<file path="config.mk">
export PLATFORM = sky130hd
export DESIGN_NAME = result_display_flat
export DESIGN_NICKNAME = d
export VERILOG_FILES = /design/src/rtl/disp_pkg.sv /design/src/rtl/result_display_if.sv /design/src/rtl/seg7_decode.sv /design/src/rtl/result_display.sv /design/src/flat_wrapper.sv
export SDC_FILE = /design/constraint.sdc
export NUM_CORES = 1
export LEC_CHECK = 0
export CAP_MARGIN = 20
export CORE_UTILIZATION = 35
export CTS_CLUSTER_SIZE = 25
export DETAILED_ROUTE_END_ITERATION = 12
export SLEW_MARGIN = 25
export SYNTH_ARGS = -nofsm -noshare
export SYNTH_HDL_FRONTEND = slang
export SYNTH_HIERARCHICAL = 1
export SYNTH_SLANG_ARGS = --single-unit
</file>
<file path="constraint.sdc">
create_clock -name clk -period 4.5 [get_ports clk]
set_clock_uncertainty 0.15 [all_clocks]
set_input_delay 0.45 -clock clk [delete_from_list [all_inputs] [get_ports clk]]
set_output_delay 0.45 -clock clk [all_outputs]
set_load 0.05 [all_outputs]
</file>
<file path="src/rtl/disp_pkg.sv">
// Shared types and constants for the result display: FSM states, segment
// patterns and the double-dabble nibble adjust.
package disp_pkg;

  typedef enum logic [1:0] {StIdle, StShift, StDone} state_e;

  localparam int unsigned NumBits = 8;

  // Active-low segments, bit 0 = a .. bit 6 = g.
  localparam logic [6:0] SegBlank = 7'b1111111;
  localparam logic [6:0] SegMinus = 7'b0111111;

  localparam logic [9:0][6:0] SegGlyph = {
    7'b0010000,  // 9
    7'b0000000,  // 8
    7'b1111000,  // 7
    7'b0000010,  // 6
    7'b0010010,  // 5
    7'b0011001,  // 4
    7'b0110000,  // 3
    7'b0100100,  // 2
    7'b1111001,  // 1
    7'b1000000   // 0
  };

  function automatic logic [11:0] bcd_adjust(input logic [11:0] s);
    logic [11:0] r;
    r = s;
    for (int i = 0; i < 3; i++) begin
      if (s[i*4 +: 4] >= 4'd5) r[i*4 +: 4] = s[i*4 +: 4] + 4'd3;
    end
    return r;
  endfunction

endpackage

</file>
<file path="src/rtl/result_display_if.sv">
// Signal bundle between the upstream ALU/bench and the result display.
interface result_display_if;
  logic [7:0] mag;
  logic       neg;
  logic       busy;
  logic [3:0] hund;
  logic [3:0] tens;
  logic [3:0] units;
  logic       neg_q;
  logic [6:0] seg;
  logic [3:0] an;

  modport master (
    output mag, neg,
    input  busy, hund, tens, units, neg_q, seg, an
  );

  modport slave (
    input  mag, neg,
    output busy, hund, tens, units, neg_q, seg, an
  );
endinterface

</file>
<file path="src/rtl/seg7_decode.sv">
// Combinational 7-segment decode of one digit with blank and minus overrides.
module seg7_decode
  import disp_pkg::*;
(
  input  logic [3:0] digit,
  input  logic       blank,
  input  logic       minus,
  output logic [6:0] seg
);

  always_comb begin
    seg = SegBlank;
    if (minus) begin
      seg = SegMinus;
    end else if (!blank && digit < 4'd10) begin
      seg = SegGlyph[digit];
    end
  end

endmodule

</file>
<file path="src/rtl/result_display.sv">
// Binary-to-BCD conversion of a signed-magnitude result with a multiplexed
// four-digit seven-segment scan (sign, hundreds, tens, units).
module result_display
  import disp_pkg::*;
#(
  parameter int unsigned SCAN_DIV = 1000
) (
  input  logic             clk,
  input  logic             ar,
  result_display_if.slave  dbus
);

  localparam int unsigned PreW = (SCAN_DIV > 1) ? $clog2(SCAN_DIV) : 1;
  localparam logic [PreW-1:0] PreMax = PreW'(SCAN_DIV - 1);

  state_e      state_q, state_d;
  logic [8:0]  last_q, last_d;
  logic        first_q, first_d;
  logic        sign_q, sign_d;
  logic [7:0]  shift_q, shift_d;
  logic [11:0] scratch_q, scratch_d;
  logic [3:0]  cnt_q, cnt_d;
  logic [3:0]  hund_q, hund_d;
  logic [3:0]  tens_q, tens_d;
  logic [3:0]  units_q, units_d;
  logic        neg_out_q, neg_out_d;

  logic [PreW-1:0] pre_q;
  logic [1:0]      idx_q;

  logic [8:0]  pair;
  logic [19:0] shifted;

  assign pair    = {dbus.neg, dbus.mag};
  assign shifted = {bcd_adjust(scratch_q), shift_q} << 1;

  always_ff @(posedge clk or negedge ar) begin
    if (!ar) begin
      state_q   <= StIdle;
      last_q    <= '0;
      first_q   <= 1'b1;
      sign_q    <= 1'b0;
      shift_q   <= '0;
      scratch_q <= '0;
      cnt_q     <= '0;
      hund_q    <= '0;
      tens_q    <= '0;
      units_q   <= '0;
      neg_out_q <= 1'b0;
    end else begin
      state_q   <= state_d;
      last_q    <= last_d;
      first_q   <= first_d;
      sign_q    <= sign_d;
      shift_q   <= shift_d;
      scratch_q <= scratch_d;
      cnt_q     <= cnt_d;
      hund_q    <= hund_d;
      tens_q    <= tens_d;
      units_q   <= units_d;
      neg_out_q <= neg_out_d;
    end
  end

  always_comb begin
    state_d   = state_q;
    last_d    = last_q;
    first_d   = first_q;
    sign_d    = sign_q;
    shift_d   = shift_q;
    scratch_d = scratch_q;
    cnt_d     = cnt_q;
    hund_d    = hund_q;
    tens_d    = tens_q;
    units_d   = units_q;
    neg_out_d = neg_out_q;
    case (state_q)
      StIdle: begin
        if (first_q || pair != last_q) begin
          shift_d   = dbus.mag;
          sign_d    = dbus.neg;
          last_d    = pair;
          scratch_d = '0;
          cnt_d     = '0;
          first_d   = 1'b0;
          state_d   = StShift;
        end
      end
      StShift: begin
        {scratch_d, shift_d} = shifted;
        cnt_d = cnt_q + 4'd1;
        if (cnt_q == 4'(NumBits - 1)) state_d = StDone;
      end
      StDone: begin
        hund_d    = scratch_q[11:8];
        tens_d    = scratch_q[7:4];
        units_d   = scratch_q[3:0];
        neg_out_d = sign_q;
        state_d   = StIdle;
      end
      default: state_d = StIdle;
    endcase
  end

  // Scan prescaler: digit index only moves on prescaler wrap.
  always_ff @(posedge clk or negedge ar) begin
    if (!ar) begin
      pre_q <= '0;
      idx_q <= '0;
    end else if (pre_q == PreMax) begin
      pre_q <= '0;
      idx_q <= idx_q + 2'd1;
    end else begin
      pre_q <= pre_q + 1'b1;
    end
  end

  logic [3:0] an;
  logic [3:0] digit;
  logic       blank;
  logic       minus;
  logic [6:0] seg;

  always_comb begin
    an        = 4'b1111;
    an[idx_q] = 1'b0;
    digit     = units_q;
    blank     = 1'b0;
    minus     = 1'b0;
    case (idx_q)
      2'd0: digit = units_q;
      2'd1: begin
        digit = tens_q;
        blank = (hund_q == 4'd0) && (tens_q == 4'd0);
      end
      2'd2: begin
        digit = hund_q;
        blank = (hund_q == 4'd0);
      end
      default: begin
        // Negative zero shows no minus sign.
        blank = 1'b1;
        minus = neg_out_q && ({hund_q, tens_q, units_q} != 12'd0);
      end
    endcase
  end

  seg7_decode u_seg7_decode (
    .digit (digit),
    .blank (blank),
    .minus (minus),
    .seg   (seg)
  );

  assign dbus.busy  = (state_q != StIdle);
  assign dbus.hund  = hund_q;
  assign dbus.tens  = tens_q;
  assign dbus.units = units_q;
  assign dbus.neg_q = neg_out_q;
  assign dbus.seg   = seg;
  assign dbus.an    = an;

endmodule
</file>
<file path="src/flat_wrapper.sv">
// flat-port wrapper written by rule: the top's interface ports become plain ports
module result_display_flat import disp_pkg::*;
#(
  parameter int unsigned SCAN_DIV = 1000
)
  (clk, ar, dbus_mag, dbus_neg, dbus_busy, dbus_hund, dbus_tens, dbus_units, dbus_neg_q, dbus_seg, dbus_an);
  result_display_if dbus_i ();
  input  logic clk;
  input  logic ar;
  input wire logic [$bits(dbus_i.mag)-1:0] dbus_mag;
  input wire logic [$bits(dbus_i.neg)-1:0] dbus_neg;
  output wire logic [$bits(dbus_i.busy)-1:0] dbus_busy;
  output wire logic [$bits(dbus_i.hund)-1:0] dbus_hund;
  output wire logic [$bits(dbus_i.tens)-1:0] dbus_tens;
  output wire logic [$bits(dbus_i.units)-1:0] dbus_units;
  output wire logic [$bits(dbus_i.neg_q)-1:0] dbus_neg_q;
  output wire logic [$bits(dbus_i.seg)-1:0] dbus_seg;
  output wire logic [$bits(dbus_i.an)-1:0] dbus_an;
  assign dbus_i.mag = dbus_mag;
  assign dbus_i.neg = dbus_neg;
  assign dbus_busy = dbus_i.busy;
  assign dbus_hund = dbus_i.hund;
  assign dbus_tens = dbus_i.tens;
  assign dbus_units = dbus_i.units;
  assign dbus_neg_q = dbus_i.neg_q;
  assign dbus_seg = dbus_i.seg;
  assign dbus_an = dbus_i.an;
  result_display #(.SCAN_DIV(SCAN_DIV)) u_core (.clk(clk), .ar(ar), .dbus(dbus_i));
endmodule
</file>
### Yosys cells after proc, flatten, opt, wreduce, memory -nomap -nowiden

Memory sizes are Yosys's and may differ from the RTL's.
Index checks and enable logic that the tools add are counted.

| operators by class | value |
|---|---|
| equal/unequal tests | 9 |
| $add $sub $neg | 6 |
| order comparisons | 7 |
| bitwise gates (word level) | 1 |
| reduce and logical (&&, ||, !) cells | 17 |
| muxes and demuxes | 21 |

Operators by type and width:

| kind | count |
|---|---|
| $pmux W12 S2 | 1 |
| $mux W7 | 3 |
| $pmux W4 S2 | 2 |
| $pmux W8 S2 | 1 |
| $ge A4 B3 Y1 const B | 3 |
| $mux W12 | 1 |
| $mux W4 | 3 |
| $reduce_bool A12 Y1 | 1 |
| $add A10 B1 Y10 const B | 1 |
| $eq A10 B10 Y1 const B | 1 |
| $mux W10 | 1 |
| $ne A9 B9 Y1 | 1 |
| $add A4 B2 Y4 const B | 2 |
| $logic_not A4 Y1 | 2 |
| $mux W8 | 1 |
| $reduce_and A2 Y1 | 3 |
| $lt A4 B5 Y1 const B | 1 |
| $add A4 B1 Y4 const B | 1 |
| $eq A2 B1 Y1 const B | 2 |
| $eq A2 B2 Y1 const B | 2 |
| $eq A4 B3 Y1 const B | 1 |
| $logic_and A1 B1 Y1 | 4 |
| $logic_not A2 Y1 | 2 |
| $lt A4 B4 Y1 const B | 1 |
| other kinds (16) | 20 |

| storage, ports and cells | value |
|---|---|
| output and inout bits | 25 |
| word-level logic and storage cells | 75 |
| register bits | 62 |
| memory bits (read-only) | 112 |
| memories | 1 |
| input bits | 11 |

Memory list:

| memory | depth | width | rd ports | clocked after Yosys merged registers in | wr ports | line | source |
|---|---|---|---|---|---|---|---|
| (name not given) | 16 | 7 | 1 | 0 | 0 | seg7_decode.sv:16 | `seg = SegGlyph[digit];` |

### Longest topological paths before layout

Gate-level depths: netlist (run 1).

| depth | value |
|---|---|
| depth after elaboration | 7 |
| depth in mapped cells | 10 |

### Modules after synthesis

Netlist (run 1), hierarchy kept.

By module, submodules not included:

| module | cells an instance | area each (sq um) | instances |
|---|---|---|---|
| result_display | 318 | 3173.0 | 1 |
| seg7_decode | 30 | 206.4 | 1 |

### Worst setup path after synthesis (run 1)

Ideal clock, no wire load.

| timing | value |
|---|---|
| path kind | register to output |
| start | reg u_core.idx_q[0] |
| end | out dbus_seg[3] |
| arrival time | 2936 ps |
| cell stages (with the launch flop) | 11 |
| required time | 3900 ps |
| path buffers | 1 |
| slack | 964 ps |
| cell sequence | dfrtp_1 > inv_1 > ha_1 > clkbuf_1 > nor2_1 > a21oi_1 > inv_1 > ha_1 > inv_1 > a21oi_1 > o21ai_0 |

| on the way | value |
|---|---|
| longest elaborated chain between the ends | 6 |
| elaborated cells between the ends (all ways) | 14 |
| classes of those cells | order compare (1); eq/ne (2); mux (6); reduce/logical (4); memory (1) |

RTL lines:

| item | line | source |
|---|---|---|
| from (decl) | result_display.sv:29 | `logic [1:0] idx_q;` |
| from (signal assigned) | result_display.sv:112 | `idx_q <= idx_q + 2'd1;` |
| $eq A2 B2 Y1 or $eq A2 B1 Y1 (tied branches) | result_display.sv:130 | `case (idx_q)` |
| $pmux W4 S2 * | result_display.sv:130 |  |
| net u_core.digit[1] | result_display.sv:119 | `logic [3:0] digit;` |
| $mem_v2 Z16 W7 or $lt A4 B4 Y1 (tied branches) | -- |  |
| $mux W7 (not written as such) or $logic_and A1 B1 Y1 (tied branches) | seg7_decode.sv:16, seg7_decode.sv:15 |  |
| $mux W7 * | seg7_decode.sv:15 | `end else if (!blank && digit < 4'd10) begin` |
| $mux W7 * | seg7_decode.sv:13 | `if (minus) begin` |
| to (decl) | flat_wrapper.sv:17 | `output wire logic [$bits(dbus_i.seg)-1:0] dbus_seg;` |

Mark *: on every way through the listed nets, which the timed path passes. The rest lies on a longest branch. The select of a mux whose other input is x is not followed.

### Final worst setup path (run 1)

Ends and elaborated chain as after synthesis.

==> results of run 1 <==
==> cells in the final DEF, fill, tap and decap left out, types with 2 or more instances in the layout <==
cell type,count
nand2b_1,4
a21o_2,2
inv_1,20
xor2_1,8
ha_1,18
clkbuf_1,2
bufinv_16,2
mux2_2,11
buf_4,4
a22oi_1,10
mux2i_1,2
clkinv_2,3
or4_1,2
nand3_1,9
nor3_1,10
and2_1,2
clkbuf_8,9
nand4_1,10
nand2_1,50
nor2_1,20
a21oi_1,16
a22o_2,8
o21ai_0,16
dfrtp_1,60
o2bb2ai_1,3
a31o_2,6
xnor2_1,15
a22o_1,3
clkdlybuf4s50_1,34
nor2b_1,11
==> through the flow <==
step	std cells	hold WS, ns	worst slack, ns
global placement	500	0.3033	1.102
detailed placement	500	0.3075	0.9375
global route	517	0.3400	0.3360
CTS	516	0.1235	0.5547
finish	517	0.3151	0.5761
floorplan	348	0.004409	0.9638
==> flip-flops by register name (all words and copies together) (netlist names) <==
name	cells
u_core/cnt_q	4
u_core/dbus.hund	4
u_core/dbus.neg_q	1
u_core/dbus.tens	4
u_core/dbus.units	4
u_core/first_q	1
u_core/idx_q	2
u_core/last_q	9
u_core/pre_q	10
u_core/scratch_q	12
u_core/shift_q	8
u_core/state_q	2
==> logic make-up (layout without fill, tap and decap cells) <==
| kind of cell | after synthesis | in the layout | synth area share |
|---|---|---|---|
| XOR/XNOR | 23 | 23 | 0.05961 |
| flip-flops | 61 | 61 | 0.4521 |
| AO/OA/AOI/OAI | 72 | 72 | 0.1544 |
| adder cells (fa/ha/maj) | 18 | 18 | 0.06664 |
| buffers and inverters | 35 | 75 | 0.04332 |
| AND/OR/NAND/NOR | 126 | 126 | 0.1814 |
| multiplexers | 13 | 13 | 0.04258 |
==> worst reg2reg max path, stage by stage, from the launching register on <==
cell and delay (ns):
dfrtp_1 0.40, xor2_1 0.19, or4_4 0.55, o41ai_4 0.87, mux2_2 0.30
==> worst paths after layout <==
check	startpoint	to	slack, ns	cells past startpoint
min in group asynchronous	ar	u_core/dbus.units[0]	0.50	2
worst max-delay path	u_core/idx_q[0]	dbus_seg[3]	0.58	10
worst max register to register	u_core/last_q[7]	u_core/cnt_q[0]	1.99	4
worst min-delay path	u_core/pre_q[0]	u_core/pre_q[0]	0.32	1
worst min register to register	u_core/pre_q[0]	u_core/pre_q[0]	0.32	1
max in group asynchronous	ar	u_core/pre_q[1]	3.03	3
==> where the power goes <==
part	internal, uW	total [uW]	switching (uW)	leakage [uW]
clock network	309	518	208	0.000107
logic	597	1530	932	0.000957
registers	738	934	197	0.000774
total	1640	2980	1340	0.00184
==> area by class of cell <==
type	instances	area [sq um]	area share
Timing Repair Buffer	39	380.4	0.09362
Clock buffer	11	131.4	0.03234
Inverter	20	75.07	0.01848
Multi-Input combinational cell	252	1712	0.4213
Sequential cell	61	1528	0.3760
Clock inverter	5	75.07	0.01848
Tap cell	129	161.4	0.03973
==> routing by layer <==
metal / global-route usage / vias up / part of all wire
met5: 0 / - / 0
met4: 0.05686 / 0 / 0.013
met3: 0.04248 / 8 / 0.038
met2: 0.2503 / 48 / 0.46
met1: 0.1918 / 1248 / 0.49
li1: - / 1284 / -
==> results.sh, run 1 <==
export IMPL_powerDensity_mw_per_mm2=733.8
export IMPL_critical_path_slowest_cell="clkdlybuf4s50_1"
export IMPL_rows=35
export IMPL_min_path_type="flip-flop to flip-flop"
export IMPL_syn_avg_cell_area_sq_um=9.711
export IMPL_start_util=0.3640
export IMPL_crit_chain="inv_1 > ha_1 > nor2_1 > a21oi_1 > inv_1 > ha_1 > inv_1 > a21oi_1 > o21ai_0 > clkdlybuf4s50_1"
export IMPL_cpPeakStageDelay_ns=0.82
export IMPL_synth_cell_types=42
export IMPL_grt_pass1_wl_um=12030
export IMPL_fmax_ghz=0.2548
export IMPL_final_layout_size_suffix_gt1_frac=0.1289
export IMPL_synthCells=348
export IMPL_place_congestion=0.8087
export IMPL_required_ns=3.90
export IMPL_first_global_vias=2537
export IMPL_firstDrtPassIters=4
export IMPL_clk_pin_slew_ns=0.07
export IMPL_rsz0062_at_grt="no"
export IMPL_area_growth_pct=20.21
export IMPL_wire_per_inst_um=13.66
export IMPL_hold_buffers=0
export IMPL_cts_tree="built"
export IMPL_worstSkewPairLatency_ns=0.34
export IMPL_antenna_left=0
export IMPL_layout_min_cycle_time_ns=3.924
export IMPL_num_antenna_cells=0
export IMPL_outcome="finished, final reports clean"
export IMPL_postLayoutCoreUtil=0.4376
export IMPL_pin_count=36
export IMPL_synth_top_flop_cell="dfrtp_1"
export IMPL_ir_worst_vdd_v=0.0003423
export IMPL_clockBufferDepth=2
export IMPL_io_buffer_count=35
export IMPL_cts_setup_buffers=0
export IMPL_cp_top_family="buffers and inverters"
export IMPL_critPathLaunchType="flip-flop"
export IMPL_maxSlewHeadroom=0.3268
export IMPL_maxCapViolCount=0
export IMPL_grt_use_total=0.1526
export IMPL_drc=0
export IMPL_hold_viol=0
export IMPL_dieArea_sq_mm=0.01005
export IMPL_vias_per_cell=5.006
export IMPL_end_kind="output pin"
export IMPL_path_max_fanout=9
export IMPL_critical_path_class="flip-flop to output pin"
export IMPL_ys_seq_elements=61
export IMPL_numCtsBuffers=9
export IMPL_synth_seq_area_share=0.4521
export IMPL_p_total_uw=2981
export IMPL_antenna_found_initial=0
export IMPL_slew_violations=0
export IMPL_grt_overflow=0
export IMPL_fin_setup_tns_ns=0
export IMPL_core_area_sq_mm=0.009284
export IMPL_crit_top_cell="inv_1"
export IMPL_placed_area_sq_mm=0.003844
export IMPL_die_y_um=100.3
export IMPL_setup_viol=0
export IMPL_clock_root_buffer="clkbuf_8"
export IMPL_worst_pin_slew_ns=1.006
export IMPL_vias=2588
export IMPL_grt_max_degree=41
export IMPL_synthTopCellsByArea="dfrtp_1, ha_1, nand2_1"
export IMPL_fin_crit_sh=0.8720
export IMPL_syn_area_sq_mm=0.003379
export IMPL_die_width_um=100.3
export IMPL_htree_levels=3
export IMPL_synth_edff_count=0
export IMPL_nets=412
export IMPL_path_buf_inv=4
export IMPL_synth_area_leader_cell="dfrtp_1"
export IMPL_dp_hpwl_um=4991
export IMPL_yosysTopAreaCellShare=0.4443
export IMPL_nFillCells=921
export IMPL_synth_top_cells_by_count="dfrtp_1, nand2_1, inv_1, nor2_1, ha_1"
export IMPL_p_leak_uw=0.001838
export IMPL_postLayoutCellArea_sq_mm=0.004063
export IMPL_synthArstFlopShare=1.000
export IMPL_drtIter0Drc=98
export IMPL_arrival_ns=3.32
export IMPL_yosysWarningCount=6
export IMPL_drt_wl_total_um=7064
export IMPL_yosysMostFrequentCell="dfrtp_1"
export IMPL_cts_resized=0
export IMPL_clock_sinks=61
export IMPL_synth_nets=377
Note: power is estimated with default switching activity, not from simulation.
==> run 2: changes to the inputs <==
- HOLD_SLACK_MARGIN: unset -> 0.12
==> results of run 2 <==
Final layout, timing and power as in run 1 (identical DEF).
==> run 3: changes to the inputs <==
- CORE_ASPECT_RATIO: unset -> 0.8
- CORE_UTILIZATION: 35 -> 50
- PLACE_DENSITY: unset -> 0.72
==> results.sh, run 3 (synthesized netlist as in run 1, its figures left out) <==
export IMPL_grt_pass1_wl_um=12010
export IMPL_first_global_vias=2485
export IMPL_firstDrtPassIters=5
export IMPL_rows=26
export IMPL_placed_area_sq_mm=0.003787
export IMPL_grt_max_degree=62
export IMPL_grt_overflow=0
export IMPL_cts_setup_buffers=0
export IMPL_path_max_fanout=9
export IMPL_hold_buffers=0
export IMPL_die_width_um=93.92
export IMPL_place_congestion=0.8582
export IMPL_vias=2641
export IMPL_pre_cts_slack_ns=0.8855
export IMPL_required_ns=3.90
export IMPL_area_growth_pct=16.77
export IMPL_layout_common_cells="dfrtp_1, nand2_1, clkdlybuf4s50_1"
export IMPL_hold_viol=0
export IMPL_drtIter0Drc=227
export IMPL_cts_tree="built"
export IMPL_drt_wl_total_um=7055
export IMPL_wire_per_inst_um=14.98
export IMPL_slew_violations=0
export IMPL_clk_pin_slew_ns=0.07
export IMPL_postLayoutCellArea_sq_mm=0.003946
export IMPL_powerDensity_mw_per_mm2=729.5
export IMPL_drc=0
export IMPL_r2r_setup_slack_ns=1.99
export IMPL_antenna_left=0
export IMPL_fin_setup_tns_ns=0
export IMPL_rsz0062_at_grt="no"
export IMPL_clockBufferDepth=2
export IMPL_die_y_um=75.54
export IMPL_postLayoutCoreUtil=0.6127
export IMPL_worstSkewPairLatency_ns=0.34
export IMPL_ir_worst_vdd_v=0.0004166
export IMPL_nets=411
export IMPL_p_leak_uw=0.001809
export IMPL_clock_root_buffer="clkbuf_8"
export IMPL_layout_commonest_cell="dfrtp_1"
export IMPL_end_kind="output pin"
export IMPL_layout_min_cycle_time_ns=4.017
export IMPL_numCtsBuffers=9
export IMPL_cts_resized=0
export IMPL_setup_viol=0
export IMPL_vias_per_cell=5.607
export IMPL_worst_slack_ns=0.4828
export IMPL_htree_levels=3
export IMPL_core_area_sq_mm=0.006441
export IMPL_final_layout_size_suffix_gt1_frac=0.1292
export IMPL_critical_path_class="flip-flop to output pin"
export IMPL_clock_sinks=61
export IMPL_maxCapViolCount=0
export IMPL_arrival_ns=3.42
export IMPL_reg_top3="u_core/scratch_q: 12 flops, u_core/pre_q: 10 flops, u_core/last_q: 9 flops"
export IMPL_worst_pin_slew_ns=1.043
export IMPL_fin_crit_sh=0.8927
export IMPL_start_util=0.5247
export IMPL_antenna_found_initial=0
export IMPL_io_buffer_count=35
export IMPL_pin_count=36
export IMPL_grt_use_total=0.2218
export IMPL_min_path_type="input pin to asynchronous set/reset pin"
export IMPL_critPathLaunchType="flip-flop"
export IMPL_largest_reg_flops=12
export IMPL_stdcell_count=471
export IMPL_fmax_ghz=0.2489
export IMPL_nFillCells=549
export IMPL_dieArea_sq_mm=0.007094
export IMPL_maxSlewHeadroom=0.3024
export IMPL_num_antenna_cells=0
export IMPL_reg2reg_depth=4
export IMPL_largest_register="u_core/scratch_q"
export IMPL_dp_hpwl_um=4811
export IMPL_outcome="finished, final reports clean"
export IMPL_placed_cells=455
run 3: cell types whose count changed in the layout (fill, tap and decap cells not counted):
cell	previous run	this run
bufinv_16	2	0
clkinvlp_4	0	1
buf_2	0	1
buf_4	4	3
dlygate4sd3_1	1	0
clkinv_2	3	4
run 3: path summary, 6_finish.rpt:
check	to	start
max in group asynchronous	u_core/cnt_q[0]	ar
min in group clk	u_core/pre_q[2]	u_core/pre_q[2]
hold reg to reg	u_core/pre_q[2]	u_core/pre_q[2]
hold / removal	u_core/pre_q[2]	ar
setup reg to reg	u_core/cnt_q[0]	u_core/last_q[7]
setup / recovery	dbus_seg[3]	u_core/idx_q[0]
run 3: stage by stage:
stage	total power (uW)	hold slack [ns]
finish	2879	0.1400
global route	3079	0.2038
CTS	2896	0.1547
detailed placement	2480	0.3232
global placement	2444	0.3021
floorplan	2051	0.004409
run 3: report_power, final:
part | switching [uW] | total, uW | internal, uW
Sequential | 208 | 945 | 738
Clock | 203 | 399 | 196
Combinational | 935 | 1530 | 600
Total | 1350 | 2880 | 1530
run 3: layer usage:
layer	global-route usage	vias to the layer above	routed length, um
li1	-	1281	-
met1	0.3250	1275	3470
met2	0.3285	77	3167
met3	0.05289	8	349
met4	0.06667	0	68
met5	0	-	0
run 3: cell type report:
class / count / area, sq um / area share
Timing Repair Buffer: 38 / 367.9 / 0.09322
Tap cell: 84 / 105.1 / 0.02663
Clock buffer: 11 / 131.4 / 0.03329
Inverter: 20 / 75.07 / 0.01902
Clock inverter: 5 / 27.53 / 0.006975
Multi-Input combinational cell: 252 / 1712 / 0.4337
Sequential cell: 61 / 1528 / 0.3871
run 3: critical path, stage by stage (launching register included):
cell,delay (ns)
dfrtp_1,0.41
inv_1,0.11
ha_1,0.42
nor2_1,0.08
a21oi_1,0.42
inv_1,0.17
ha_1,0.33
inv_1,0.08
a21oi_1,0.06
o21ai_0,0.18
clkdlybuf4s50_1,0.83
